===== config.mk =====
export PLATFORM = sky130hd
export DESIGN_NAME = button_conditioner
export DESIGN_NICKNAME = d
export VERILOG_FILES = /design/src/rtl/button_pkg.sv /design/src/rtl/sync_2ff.sv /design/src/rtl/button_conditioner.sv
export SDC_FILE = /design/constraint.sdc
export NUM_CORES = 1
export LEC_CHECK = 0
export CORE_ASPECT_RATIO = 1.4
export CORE_MARGIN = 2
export CORE_UTILIZATION = 59
export CTS_CLUSTER_DIAMETER = 100
export CTS_CLUSTER_SIZE = 28
export DETAILED_ROUTE_END_ITERATION = 10
export MAX_ROUTING_LAYER = met4
export PLACE_DENSITY = 0.8
export RECOVER_POWER = 50
export SETUP_SLACK_MARGIN = 0.02
export SLEW_MARGIN = 40
export SYNTH_ARGS = -nofsm -noshare
export SYNTH_HDL_FRONTEND = slang
export SYNTH_HIERARCHICAL = 1
export SYNTH_SLANG_ARGS = --single-unit

===== constraint.sdc =====
create_clock -name clk -period 2.1 [get_ports clk]
set_input_delay 0.42 -clock clk [delete_from_list [all_inputs] [get_ports clk]]
set_output_delay 0.42 -clock clk [all_outputs]
set_load 0.1 [all_outputs]

===== src/rtl/button_pkg.sv =====
// Shared types and default timing constants for the front-panel button conditioner.
package button_pkg;

    // Debounce FSM states, 2-bit encoding.
    typedef enum logic [1:0] {
        IDLE         = 2'd0,
        PRESS_WAIT   = 2'd1,
        PRESSED      = 2'd2,
        RELEASE_WAIT = 2'd3
    } btn_state_t;

    localparam int unsigned DEFAULT_DEBOUNCE_CYCLES = 1000000;
    localparam int unsigned DEFAULT_HOLD_CYCLES     = 50000000;
    localparam int unsigned DEFAULT_REPEAT_CYCLES   = 20000000;

endpackage


===== src/rtl/sync_2ff.sv =====
// Two-flop synchroniser for a single asynchronous bit, async active-high reset.
module sync_2ff (
    input  logic clk,
    input  logic reset,
    input  logic d,
    output logic q
);

    logic meta;

    // Plain flop chain; nothing may sit between the two stages.
    always_ff @(posedge clk or posedge reset) begin
        if (reset) begin
            meta <= 1'b0;
            q    <= 1'b0;
        end else begin
            meta <= d;
            q    <= meta;
        end
    end

endmodule


===== src/rtl/button_conditioner.sv =====
// Front-panel select button conditioner: synchronise, debounce, one pulse per press.
// Optional auto-repeat while held is enabled by defining BUTTON_CONDITIONER_AUTOREPEAT_EN.
module button_conditioner
    import button_pkg::*;
#(
    parameter int unsigned DEBOUNCE_CYCLES = DEFAULT_DEBOUNCE_CYCLES,
    parameter int unsigned HOLD_CYCLES     = DEFAULT_HOLD_CYCLES,
    parameter int unsigned REPEAT_CYCLES   = DEFAULT_REPEAT_CYCLES
) (
    input  logic clk,
    input  logic reset,
    input  logic btn_raw,
    output logic select_pulse,
    output logic btn_level
);

    localparam int unsigned CNT_W = $clog2(DEBOUNCE_CYCLES);
    localparam logic [CNT_W-1:0] CNT_LAST = CNT_W'(DEBOUNCE_CYCLES - 1);

    // Reject configurations the counters cannot represent sensibly.
    if (DEBOUNCE_CYCLES < 2 || HOLD_CYCLES < 2 || REPEAT_CYCLES < 2) begin : g_bad_params
        $error("button_conditioner: DEBOUNCE/HOLD/REPEAT cycles must each be at least 2");
    end

    btn_state_t      state;
    logic [CNT_W-1:0] cnt;
    logic            btn_sync;
    logic            repeat_fire_c;

    sync_2ff u_sync (
        .clk   (clk),
        .reset (reset),
        .d     (btn_raw),
        .q     (btn_sync)
    );

`ifdef BUTTON_CONDITIONER_AUTOREPEAT_EN
    localparam int unsigned TMR_MAX = (HOLD_CYCLES > REPEAT_CYCLES) ? HOLD_CYCLES : REPEAT_CYCLES;
    localparam int unsigned TMR_W   = $clog2(TMR_MAX);
    localparam logic [TMR_W-1:0] HOLD_LAST   = TMR_W'(HOLD_CYCLES - 1);
    localparam logic [TMR_W-1:0] REPEAT_LAST = TMR_W'(REPEAT_CYCLES - 1);

    logic [TMR_W-1:0] timer;
    logic             repeating;

    assign repeat_fire_c = (state == PRESSED) && btn_sync &&
                           (timer == (repeating ? REPEAT_LAST : HOLD_LAST));

    // Hold/repeat timer: runs only while held in PRESSED, restarts from the hold delay on re-entry.
    always_ff @(posedge clk or posedge reset) begin
        if (reset) begin
            timer     <= '0;
            repeating <= 1'b0;
        end else if ((state == PRESSED) && btn_sync) begin
            if (repeat_fire_c) begin
                timer     <= '0;
                repeating <= 1'b1;
            end else begin
                timer <= timer + TMR_W'(1);
            end
        end else begin
            timer     <= '0;
            repeating <= 1'b0;
        end
    end
`else
    assign repeat_fire_c = 1'b0;
`endif

    // Debounce FSM with registered pulse and level outputs.
    always_ff @(posedge clk or posedge reset) begin
        if (reset) begin
            state        <= IDLE;
            cnt          <= '0;
            select_pulse <= 1'b0;
            btn_level    <= 1'b0;
        end else begin
            select_pulse <= 1'b0;
            case (state)
                IDLE: begin
                    if (btn_sync) begin
                        state <= PRESS_WAIT;
                        cnt   <= CNT_W'(1);
                    end
                end
                PRESS_WAIT: begin
                    if (!btn_sync) begin
                        state <= IDLE;
                        cnt   <= '0;
                    end else if (cnt == CNT_LAST) begin
                        state        <= PRESSED;
                        cnt          <= '0;
                        select_pulse <= 1'b1;
                        btn_level    <= 1'b1;
                    end else begin
                        cnt <= cnt + CNT_W'(1);
                    end
                end
                PRESSED: begin
                    if (!btn_sync) begin
                        state <= RELEASE_WAIT;
                        cnt   <= CNT_W'(1);
                    end else if (repeat_fire_c) begin
                        select_pulse <= 1'b1;
                    end
                end
                RELEASE_WAIT: begin
                    // A bounce back high is the same press continuing, not a new one.
                    if (btn_sync) begin
                        state <= PRESSED;
                        cnt   <= '0;
                    end else if (cnt == CNT_LAST) begin
                        state     <= IDLE;
                        cnt       <= '0;
                        btn_level <= 1'b0;
                    end else begin
                        cnt <= cnt + CNT_W'(1);
                    end
                end
                default: begin
                    state     <= IDLE;
                    cnt       <= '0;
                    btn_level <= 1'b0;
                end
            endcase
        end
    end

endmodule


[Word-level counts from Yosys, hierarchy flattened]
Cells that the tools add are included.
W data, S select, Z words.
Storage, ports and cells
  flip-flop bits (word level): 26
  input bits: 3
  output and inout bits: 2
  logic and storage cells: 45
Operators by class
  add/subtract/negate cells: 1
  equality and inequality tests: 12
  muxes and demuxes: 21
  reduce and logical (&&, ||, !) cells: 5
Operator list (number)
  $mux W20: 5
  $pmux W20 S4: 1
  $add A20 B1 Y20 const B: 1
  $eq A20 B20 Y1 const B: 1
  $mux W2: 6
  $ne A2 B2 Y1 const B: 4
  $pmux W2 S4: 1
  $mux W1: 7
  $reduce_and A5 Y1: 1
  $eq A2 B2 Y1 const B: 2
  $ne A2 B1 Y1 const B: 2
  $reduce_and A4 Y1: 1
  $ne A3 B2 Y1 const B: 1
  $ne A3 B3 Y1 const B: 1
  $eq A2 B1 Y1 const B: 1
  $logic_not A2 Y1: 1
  $pmux W1 S2: 1
  $reduce_and A2 Y1: 1
  $reduce_bool A2 Y1: 1

[Longest topological paths before layout]
Gate-level depths: netlist of run 1.
  depth in word-level cells: 4
  depth in mapped cells: 8
  depth with buffers taken out: 6

[Modules after synthesis]
Netlist of run 1, hierarchy kept.
By module, submodules not included
  button_conditioner: times used 1, cells each 145, area each 1336.3 sq um, sequential area each 600.6 sq um
  sync_2ff: times used 1, cells each 3, area each 53.8 sq um, sequential area each 50.0 sq um

[Least setup slack after synthesis of run 1]
Ideal clock, no wire load.
  path type: reg2reg
  start: reg cnt[0]
  end: reg cnt[12]
  setup time: 0.132 ns
  arrival time: 1.756 ns
  data required time: 1.968 ns
  slack: 0.212 ns
  stages on the path, launching flop included: 9
  path buffers: 2
  clock period less this slack: 1.888 ns
  path through: dfrtp_1 ha_1 nand2_1 or3_4 o31a_1 buf_6 buf_6 a22oi_2 o31ai_1
On the way
  cells in the longest elaborated chain, start to end: 4
  elaborated cells between the ends (all ways): 6
  classes of those cells: add/sub (1); eq/ne (1); mux (4)
Ends and longest elaborated chain
  from (decl): line button_conditioner.sv:26  | logic [CNT_W-1:0] cnt;
  from (signal assigned): line button_conditioner.sv:96  | cnt <= cnt + CNT_W'(1);
  from (signal assigned): line button_conditioner.sv:117  | cnt <= cnt + CNT_W'(1);
  $add A20 B1 Y20 / $eq A20 B20 Y1 (equally long branches)
  $mux W20 (*): line button_conditioner.sv:90, button_conditioner.sv:112
  $mux W20 (on tied branches): line button_conditioner.sv:109, button_conditioner.sv:87
  $pmux W20 S4 (*): line button_conditioner.sv:79  | case (state)
Mark *: on every way between the ends. The rest lies on a longest branch, timed or not.
A chain may end at the register's enable or synchronous reset.

[Worst setup path after layout of run 1]
  start: reg cnt[1]
  end: reg cnt[8]
The elaborated chain is that of the path after synthesis.

==> results.txt, run 1 <==
Top cells by count, synth: 26 x dfrtp_1, 17 x nand2_1, 12 x nand3_1
Crit. End Element: register
Clock root cell: clkbuf_4
CTS Hold Bufs: 0
Hold violation count in the final report: 0
Final worst path period share: 92.7%
P_leak: 0.634 nW
# clock sinks: 26
Share of the synthesized area in the top cell type: 46.8%
Setup slack at placement: 0.146 ns
Die ar.: 0.00277 mm2
Inst Count DP: 178
Initial antenna violation count: 0
# diodes: 0
WHS Endpoint: u_sync/q
CP Data Arrival Time: 2.17 ns
Io pins: 5
Peak supply drop: 0.391 mV
Tmin final: 1.95 ns
Synth Area in Adders: 0.900%
Total Routing Usage GR: 25.8%
Mux cell area share after synthesis: 2.16%
Core area: 0.00220 mm2
Vias in the first global route: 1157
Final ANT Viol Nets: 0
Critical Path Source Type: register
Mapped Area: 0.00139 mm2
Clock Skews: 0.00160 ns
M2 GR Usage: 45.9%
Layout area overhead: 10.8%
Syn Nets: 152
XOR/XNOR share of the synthesized area: 3.15%
CP required: 2.32 ns
# rows: 20
IO buf count: 4
Largest net degree at the start of global routing: 25
Vias: 1182
Average wire per standard cell: 16.4 um
Total Power: 0.840 mW
Final HPWL DP: 2150 um
Max-cap violations: 0
Grt met1 use: 29.7%
DRC: 0
Power Density: 545 mW/mm2
Vias/cell: 6.49
Reg2Reg Depth: 7
Setup TNS: 0 ns
Post-synth EDFFs: 0
Die width: 45.0 um
CTS tree: yes
H-tree Lvls: 1
Fmax: 514 MHz
Placed cell area: 0.00149 mm2
R2r startpoint: cnt[1]
Status: finished, final reports clean
Compound-Gate Fraction of Synth Area: 18.2%
Max clock buf depth: 2
Count of different cell masters after synthesis: 42
Synthesized area per cell: 9.39 um2
Worst-path fanout max: 6
Drt initial violations: 57
Placer Congestion: 0.926
Worst skew pair latency: 0.32 ns
Area leader, netlist: dfrtp_1
Largest family of logic cells by synthesized area: simple AND/OR/NAND/NOR gates
Worst-Margin Slew: 1.27 ns
FF-to-FF setup slack: 0.15 ns
Total grt overflow: 0
Cell area after layout: 0.00154 mm2
Synth warn: 6
Min-delay worst type: reg -> reg
Post-synthesis simple-gate area fraction: 24.4%
Mapped Cells: 148
Hold_sp: u_sync/meta
Final Non-Filler Cells: 182
CP Class: reg -> reg
M3 GR Usage: 1.76%
Register area share after synthesis: 46.8%
Final #Nets: 166
Ys async rst share: 100%
Die height: 61.4 um
Starting Density: 63.1%
First-pass GRT wire length: 5060 um
Initial DRT Pass Iterations: 4
RSZ-0062 raised after global routing: false
Most instantiated library cell after synthesis: dfrtp_1
Share of cells above drive strength 1: 17.5%
End of the worst register-to-register path: cnt[8]
Synth Flop Type: dfrtp_1
Yosys reg bits: 26
Final Setup Violations: 0
Fin. max-slew vios: 0
Setup ws final: 0.153 ns
Grt peak-use layer: met2
CTS clk-pin slew, worst paths: 0.13 ns
WL final: 2990 um
Inserted Clock Buffers: 3
Max-slew headroom: 15.1%
Hold path depth: 0
Top area cells in the synthesized netlist: dfrtp_1 47%, nand2_1 4.6%, nand3_1 4.3%, a31oi_1 3.2%, nand4_1 3.2%
-- area by class of cell --
cell class / instances / area [um2]
multi-input cells: 110 / 703
fillers: 163 / 662
flip-flops and latches: 26 / 651
repair buffers: 15 / 114
well taps: 22 / 27.5
clock buffers: 3 / 22.5
inverters: 6 / 22.5
-- layer usage --
metal | wire [um] | up-vias
li1 | - | 569
met1 | 1240 | 586
met2 | 1630 | 20
met3 | 63 | 7
met4 | 53 | 0
met5 | 0 | -
-- sequential cells by signal, summed over array words and instances, names as in the netlist, named ones only --
register,cells
cnt,20
btn_level,1
select_pulse,1
state,1
u_sync/meta,1
u_sync/q,1
-- cell families (layout without fill, tap and decap cells) --
| family | Yosys count | count (layout) |
|---|---|---|
| and+or+nand+nor | 64 | 64 |
| AOI/OAI and AO/OA | 37 | 37 |
| DFF | 26 | 26 |
| buffers and inverters | 12 | 24 |
| xor gates and xnor gates | 5 | 5 |
| muxes | 3 | 3 |
| adders and majority gates | 1 | 1 |
-- power by group --
part           internal [mW]  switching (mW)
Sequential             0.519          0.0245
Combinational         0.0362          0.0500
Clock                 0.0673           0.143
-- stage by stage --
stage / util, % / hold slack, ns
after floorplan: - / 0.161
after global placement: 67.6 / 0.346
after detailed placement: 67.6 / 0.338
after global routing: 69.9 / 0.380
after CTS: 68.6 / 0.275
final: 69.9 / 0.373
-- critical path, cell delays in order, from the launching register on --
cell	delay [ns]
dfrtp_1	0.42
ha_2	0.24
nand2_1	0.09
or3_4	0.36
o31ai_1	0.33
buf_4	0.22
o21a_1	0.13
mux2i_1	0.06
-- worst max path at each step --
stage / start / to / cells past startpoint
finish: cnt[1] / cnt[8] / 7
global route: cnt[1] / cnt[18] / 7
CTS: cnt[0] / cnt[13] / 6
detailed placement: cnt[0] / cnt[13] / 6
global placement: cnt[10] / cnt[13] / 5
floorplan: cnt[0] / cnt[12] / 8
-- repair_timing --
item | CTS | global route
endpoints found under the hold margin | 0 | 0
endpoints found under the setup margin | 0 | 12
setup buffers | 0 | 1
resized for setup | 0 | 4
-- placed cells by master (no fill, tap or decap), types with 2 or more instances in the layout --
master         Yosys  final
dfrtp_1           26     26
nand2_1           17     17
nand3_1           12     12
buf_4              0     12
nand4_1            7      7
a31oi_1            7      7
a21oi_1            7      7
nor2_1             7      6
o21ai_0            6      6
inv_1              6      6
nor3_1             4      4
and3_1             3      3
mux2i_1            3      3
xor2_1             4      3
clkbuf_4           0      3
nor4b_2            0      2
and2_1             2      2
or2_2              2      2
nor4_1             2      2
o21a_1             2      2
o31ai_1            2      2
o22ai_1            2      2
dlygate4sd3_1      0      2
Note: power is estimated with default switching activity, not from simulation.
==> run 2: changes to the inputs <==
--- a/config.mk
+++ b/config.mk
@@ -7,16 +7,15 @@
 export LEC_CHECK = 0
 export CORE_ASPECT_RATIO = 1.4
 export CORE_MARGIN = 2
-export CORE_UTILIZATION = 59
+export CORE_UTILIZATION = 60
 export CTS_CLUSTER_DIAMETER = 100
 export CTS_CLUSTER_SIZE = 28
 export DETAILED_ROUTE_END_ITERATION = 10
 export MAX_ROUTING_LAYER = met4
-export PLACE_DENSITY = 0.8
+export PLACE_DENSITY = 0.81
 export RECOVER_POWER = 50
 export SETUP_SLACK_MARGIN = 0.02
 export SLEW_MARGIN = 40
 export SYNTH_ARGS = -nofsm -noshare
 export SYNTH_HDL_FRONTEND = slang
-export SYNTH_HIERARCHICAL = 1
 export SYNTH_SLANG_ARGS = --single-unit
==> results.txt, run 2 <==
Reg2Reg Depth: 6 (-1)
Core Util, Final: 73.0% (+3.1 points)
Placed cell area: 0.00171 mm2 (+15%)
Average wire per standard cell: 16.5 um (+0.35%)
Top reg by flops: cnt
Slowest cell on the critical path: or4b_1
Met1 wire length: 1410 um (+14%)
Final Setup Violations: 0 (unchanged)
Share of cells above drive strength 1: 19.4% (+1.9 points)
Setup slack at placement: 0.0992 ns (-0.0469 ns)
Post-synth EDFFs: 0 (unchanged)
Register area share after synthesis: 42.3% (-4.5 points)
Synth Flop Type: dfrtp_1
Top routing layer in use: met4
CP Data Arrival Time: 2.22 ns (+0.05 ns)
CTS Hold Bufs: 0 (unchanged)
Vias in the first global route: 1344 (+16%)
Inst Count DP: 213 (+20%)
Clock Skews: 0.00456 ns (+0.00296 ns)
Final #Nets: 191 (+15%)
Setup TNS: 0 ns (unchanged)
First-pass GRT wire length: 5900 um (+16%)
Fmax: 505 MHz (-1.7%)
Hold path depth: 0 (unchanged)
Fill count: 188 (+15%)
Crit path launch: cnt[7]
Tmin final: 1.98 ns (+0.0345 ns)
Largest register FFs: 20 (unchanged)
Synth warn: 0 (-6)
Max-cap violations: 0 (unchanged)
Die ar.: 0.00299 mm2 (+8.0%)
# rows: 21 (+5.0%)
Initial antenna violation count: 0 (unchanged)
CP required: 2.34 ns (+0.02 ns)
Mapped Cells: 165 (+11%)
H-tree Lvls: 1 (unchanged)
Count of different cell masters after synthesis: 39 (-7.1%)
Vias: 1391 (+18%)
Min-delay worst type: reg -> reg
Drt initial violations: 61 (+7.0%)
R2r startpoint: cnt[7]
Crit path cell chain: nand2b_1, or4b_1, nor4_4, buf_4, mux2i_1, nand2_1
Share of the synthesized area in the top cell type: 42.3% (-4.5 points)
Ys async rst share: 100% (unchanged)
Clock root cell: clkbuf_4
Inserted Clock Buffers: 3 (unchanged)
Most instantiated library cell after synthesis: dfrtp_1
Total Routing Usage GR: 27.5% (+1.6 points)
Placer Congestion: 0.876 (-5.4%)
Syn Nets: 169 (+11%)
Final Non-Filler Cells: 220 (+21%)
Crit path depth: 6 (-1)
Met3 WL: 195 um (+210%)
Layout area overhead: 14.9%
Max clock buf depth: 2 (unchanged)
Fin. max-slew vios: 0 (unchanged)
Peak supply drop: 0.765 mV (+96%)
Hold_sp: u_sync.meta
Mapped Area: 0.00154 mm2 (+11%)
IO buf count: 4 (unchanged)
Die height: 63.9 um (+4.0%)
Critical Path Source Type: register
Starting Density: 63.6% (+0.44 points)
Commonest cells after routing, fill and taps aside: 26 x dfrtp_1, 22 x nand2_1, 21 x buf_4
Cell area after layout: 0.00177 mm2 (+15%)
Core area: 0.00242 mm2 (+9.8%)
Area leader, netlist: dfrtp_1
Die width: 46.8 um (+3.9%)
Total grt overflow: 0 (unchanged)
DRC: 0 (unchanged)
Final HPWL DP: 2560 um (+19%)
CTS tree: yes
CTS clk-pin slew, worst paths: 0.14 ns (about the same)
Largest net degree at the start of global routing: 27 (+8.0%)
Slowest stage delay, CP: 0.56 ns (+0.14 ns)
Power Density: 807 mW/mm2 (+48%)
Status: finished, final reports clean
Top area cells in the synthesized netlist: dfrtp_1 42%, nand2_1 5.4%, mux2i_1 5.2%, nand3_1 5.2%, nand4_1 3.3%
# diodes: 0 (unchanged)
Io pins: 5 (unchanged)
Synthesized area per cell: 9.31 um2 (-0.86%)
Crit. End Element: register
CP Class: reg -> reg
WL final: 3620 um (+21%)
Max-slew headroom: 6.11% (-9.0 points)
Yosys reg bits: 26 (unchanged)
Setup ws final: 0.119 ns (-0.0345 ns)
Met2 WL: 1900 um (+17%)
Most common cell after layout, fill and taps aside: dfrtp_1
Crit path max-delay family: simple AND/OR/NAND/NOR gates
Worst-Margin Slew: 1.41 ns (+0.135 ns)
Final worst path period share: 94.3% (+1.6 points)
Initial DRT Pass Iterations: 4 (unchanged)
# clock sinks: 26 (unchanged)
Top cells by count, synth: 26 x dfrtp_1, 22 x nand2_1, 16 x nand3_1
Vias/cell: 6.32 (-2.6%)
Final ANT Viol Nets: 0 (unchanged)
Hold violation count in the final report: 0 (unchanged)
Worst skew pair latency: 0.33 ns (about the same)
P_leak: 0.756 nW (+19%)
Worst-path fanout max: 7 (+1)
CP Buf/Inv Count: 1 (unchanged)
==> run 2: cell count changes in the layout (fill, tap and decap cells not counted), moves of 4 or more <==
cell	before	now
nand2_1	17	22
a21oi_2	0	5
buf_4	12	21
a31oi_1	7	0
or3_1	0	5
mux2i_1	3	8
nand3_1	12	16
==> run 2: cells by family after synthesis <==
| group | count (synthesis) | synth area share [%] |
|---|---|---|
| adders and majority gates | 1 | 0.814 |
| muxes | 8 | 5.21 |
| xor gates and xnor gates | 5 | 2.85 |
| AOI/OAI and AO/OA | 31 | 14.0 |
| and+or+nand+nor | 81 | 30.5 |
| DFF | 26 | 42.3 |
| buffers and inverters | 13 | 4.32 |
==> run 2: repair_timing <==
item | CTS | global route
gates resized for setup | 0 | 0
buffers inserted | 0 | 2
setup endpoints to repair | 0 | 4
==> run 2: metal layers <==
metal | vias up | global-route usage [%]
met5 | - | -
met2 | 64 | 45.2
met3 | 18 | 3.67
li1 | 651 | -
met1 | 658 | 33.7
met4 | 0 | 9.03
==> run 2: worst register-to-register path, delay by kind of cell, from the launching register on <==
kind          cells  cell delay [ns]
flops             1             0.48
buf+inv           1             0.19
simple gates      4             1.05
mux               1             0.17
==> run 2: layout make-up <==
cell class,count,area (um2),share of cell area [%]
clock buffer,4,36.3,2.06
multi-input combinational,127,836,47.3
sequential,26,651,36.9
timing repair buffer,24,181,10.3
inverter,5,18.8,1.06
tap,34,42.5,2.41
==> run 2: path summary, 6_finish.rpt <==
check | end | slack (ns)
min in group asynchronous | cnt[19] | 0.86
max in group asynchronous | cnt[5] | 0.43
hold reg to reg | u_sync.q | 0.40
setup reg to reg | btn_level | 0.12
hold / removal | u_sync.q | 0.40
setup / recovery | btn_level | 0.12
==> run 2: power by group <==
part | internal, mW | leakage, nW | switching (mW)
clock | 0.106 | 0.0210 | 0.154
combinational | 0.210 | 0.384 | 0.364
sequential | 0.543 | 0.351 | 0.0458
total | 0.860 | 0.756 | 0.564
==> run 2: metrics by stage <==
step | hold WS, ns | total power [mW]
final | 0.405 | 1.42
after global routing | 0.406 | 1.52
after CTS | 0.406 | 1.40
after detailed placement | 0.366 | 1.15
after global placement | 0.344 | 1.12
after floorplan | 0.331 | 0.998
==> run 3: changes to the inputs <==
--- a/config.mk
+++ b/config.mk
@@ -12,7 +12,7 @@
 export CTS_CLUSTER_SIZE = 28
 export DETAILED_ROUTE_END_ITERATION = 10
 export MAX_ROUTING_LAYER = met4
-export PLACE_DENSITY = 0.81
+export PLACE_DENSITY = 0.78
 export RECOVER_POWER = 50
 export SETUP_SLACK_MARGIN = 0.02
 export SLEW_MARGIN = 40
==> results.txt, run 3 (same netlist as run 2, synthesis figures left out) <==
Status: finished, final reports clean
Most common cell after layout, fill and taps aside: dfrtp_1
# rows: 21 (unchanged)
Worst skew pair latency: 0.34 ns (about the same)
Peak supply drop: 0.749 mV (-2.2%)
Die ar.: 0.00299 mm2 (unchanged)
CTS tree: yes
Crit path max-delay family: simple AND/OR/NAND/NOR gates
Average wire per standard cell: 16.0 um (-2.6%)
Clock Skews: 0.00745 ns (+0.00289 ns)
Tmin final: 2.02 ns (+0.0354 ns)
Final #Nets: 189 (-1.0%)
Grt met1 use: 33.1% (-0.55 points)
Fmax: 496 MHz (-1.8%)
Max-slew headroom: 58.6% (+53 points)
Critical Path Source Type: register
Placer Congestion: 0.908 (+3.7%)
Crit path cell chain: nand2b_1, or4b_1, nor4_4, buf_4, mux2i_1, nand2_1
Crit. End Element: register
FF-to-FF setup slack: 0.08 ns (-0.04 ns)
Largest net degree at the start of global routing: 27 (unchanged)
Cell area after layout: 0.00176 mm2 (-0.57%)
# clock sinks: 26 (unchanged)
Net Switching: 0.558 mW (-1.1%)
CTS clk-pin slew, worst paths: 0.14 ns (about the same)
Layout area overhead: 14.3%
Worst-Margin Slew: 0.619 ns (-0.790 ns)
Min-delay worst type: reg -> reg
Die width: 46.8 um (unchanged)
Power Density: 802 mW/mm2 (-0.62%)
WL final: 3500 um (-3.5%)
H-tree Lvls: 1 (unchanged)
Vias/cell: 6.27 (-0.90%)
Io pins: 5 (unchanged)
Switching part of the total: 39.6% (about the same)
Pint: 0.850 mW (-1.2%)
Max-cap violations: 0 (unchanged)
Grt peak-use layer: met2
Total Power: 1.41 mW (-1.2%)
DRC: 0 (unchanged)
Commonest cells after routing, fill and taps aside: 25 x dfrtp_1, 22 x nand2_1, 20 x buf_4
Die height: 63.9 um (unchanged)
Final worst path period share: 96.0% (+1.7 points)
Core area: 0.00242 mm2 (unchanged)
Slowest cell on the critical path: or4b_1
Largest register FFs: 20 (unchanged)
Initial DRT Pass Iterations: 4 (unchanged)
Combinational Power Share: 39.0% (-1.4 points)
CP Class: reg -> reg
Clock root cell: clkbuf_4
CP Data Arrival Time: 2.26 ns (+0.04 ns)
Share of cells above drive strength 1: 19.6% (+0.21 points)
Max clock buf depth: 2 (unchanged)
Total Routing Usage GR: 27.1% (-0.34 points)
Clock share of power: 18.6% (+0.3 points)
Slowest stage delay, CP: 0.57 ns (about the same)
P_leak: 0.748 nW (-1.1%)
Final ANT Viol Nets: 0 (unchanged)
Starting Density: 63.6% (unchanged)
M3 GR Usage: 2.26% (-1.4 points)
Total grt overflow: 0 (unchanged)
Drt initial violations: 92 (+51%)
CP required: 2.34 ns (about the same)
Worst-path fanout max: 7 (unchanged)
Inserted Clock Buffers: 3 (unchanged)
Final Setup Violations: 0 (unchanged)
Hold violation count in the final report: 0 (unchanged)
Placed cell area: 0.00170 mm2 (-0.44%)
Setup TNS: 0 ns (unchanged)
Final HPWL DP: 2510 um (-1.9%)
Top reg by flops: cnt
RSZ-0062 raised after global routing: false
First-pass GRT wire length: 5860 um (-0.70%)
# diodes: 0 (unchanged)
Vias in the first global route: 1334 (-0.74%)
CTS Hold Bufs: 0 (unchanged)
M2 GR Usage: 45.0% (-0.17 points)
Seq pwr share: 42.4% (+1.0 points)
Vias: 1366 (-1.8%)
IO buf count: 4 (unchanged)
Fin. max-slew vios: 0 (unchanged)
Initial antenna violation count: 0 (unchanged)
CP Buf/Inv Count: 1 (unchanged)
==> run 3: changes by cell type in the layout (fill, tap and decap cells not counted), sizes merged <==
cell / change
buf: -1
clkbuf: -1
clkdlybuf4s50: -1
dlygate4sd3: +1
==> run 3: what timing repair did <==
| action | 4_1_cts | 5_1_grt |
|---|---|---|
| endpoints found under the setup margin | 0 | 7 |
| resized for setup | 0 | 1 |
| setup buffers | 0 | 1 |
==> run 3: final timing paths <==
path	cells past startpoint	endpoint	startpoint
min in group asynchronous	3	btn_level	reset
worst min register to register	0	u_sync.q	u_sync.meta
worst max register to register	6	btn_level	cnt[7]
max in group asynchronous	3	cnt[7]	reset
worst min-delay path	0	u_sync.q	u_sync.meta
worst max-delay path	6	btn_level	cnt[7]
==> run 3: layout make-up <==
class	count	area (um2)
sequential	26	652
clock buffer	4	36.3
inverter	5	18.8
tap	34	42.5
multi-input combinational	127	836
timing repair buffer	22	170
fill	194	662
==> run 3: power by group through the flow <==
stage | combinational (mW) | sequential, mW | clock (mW)
after detailed placement | 0.526 | 0.606 | 0
after global placement | 0.497 | 0.604 | 0
after CTS | 0.529 | 0.595 | 0.262
after floorplan | 0.410 | 0.588 | 0
after global routing | 0.611 | 0.605 | 0.277
final | 0.549 | 0.597 | 0.262
==> run 3: metrics by stage <==
stage | setup WS [ns] | utilization, % | instances | hold slack [ns]
detailed placement | 0.124 | 70.4 | 212 | 0.337
global placement | 0.0318 | 70.1 | 212 | 0.344
floorplan | 0.250 | - | 165 | 0.331
CTS | 0.107 | 71.9 | 216 | 0.381
finish | 0.0836 | 72.6 | 218 | 0.380
global route | 0.0168 | 72.6 | 218 | 0.396
==> run 3: per-layer routing <==
metal | routed length [um] | vias to the layer above | part of all wire, %
li1 | - | 640 | -
met4 | 130 | 0 | 3.7
met1 | 1390 | 664 | 40
met2 | 1830 | 46 | 52
met3 | 145 | 16 | 4.1
met5 | 0 | - | 0
==> run 3: worst register-to-register path, stage by stage, from the launching register on <==
cell and delay, ns:
dfrtp_2 0.48, nand2b_1 0.21, or4b_1 0.57, nor4_4 0.24, buf_4 0.19, mux2i_1 0.18
nand2_1 0.06
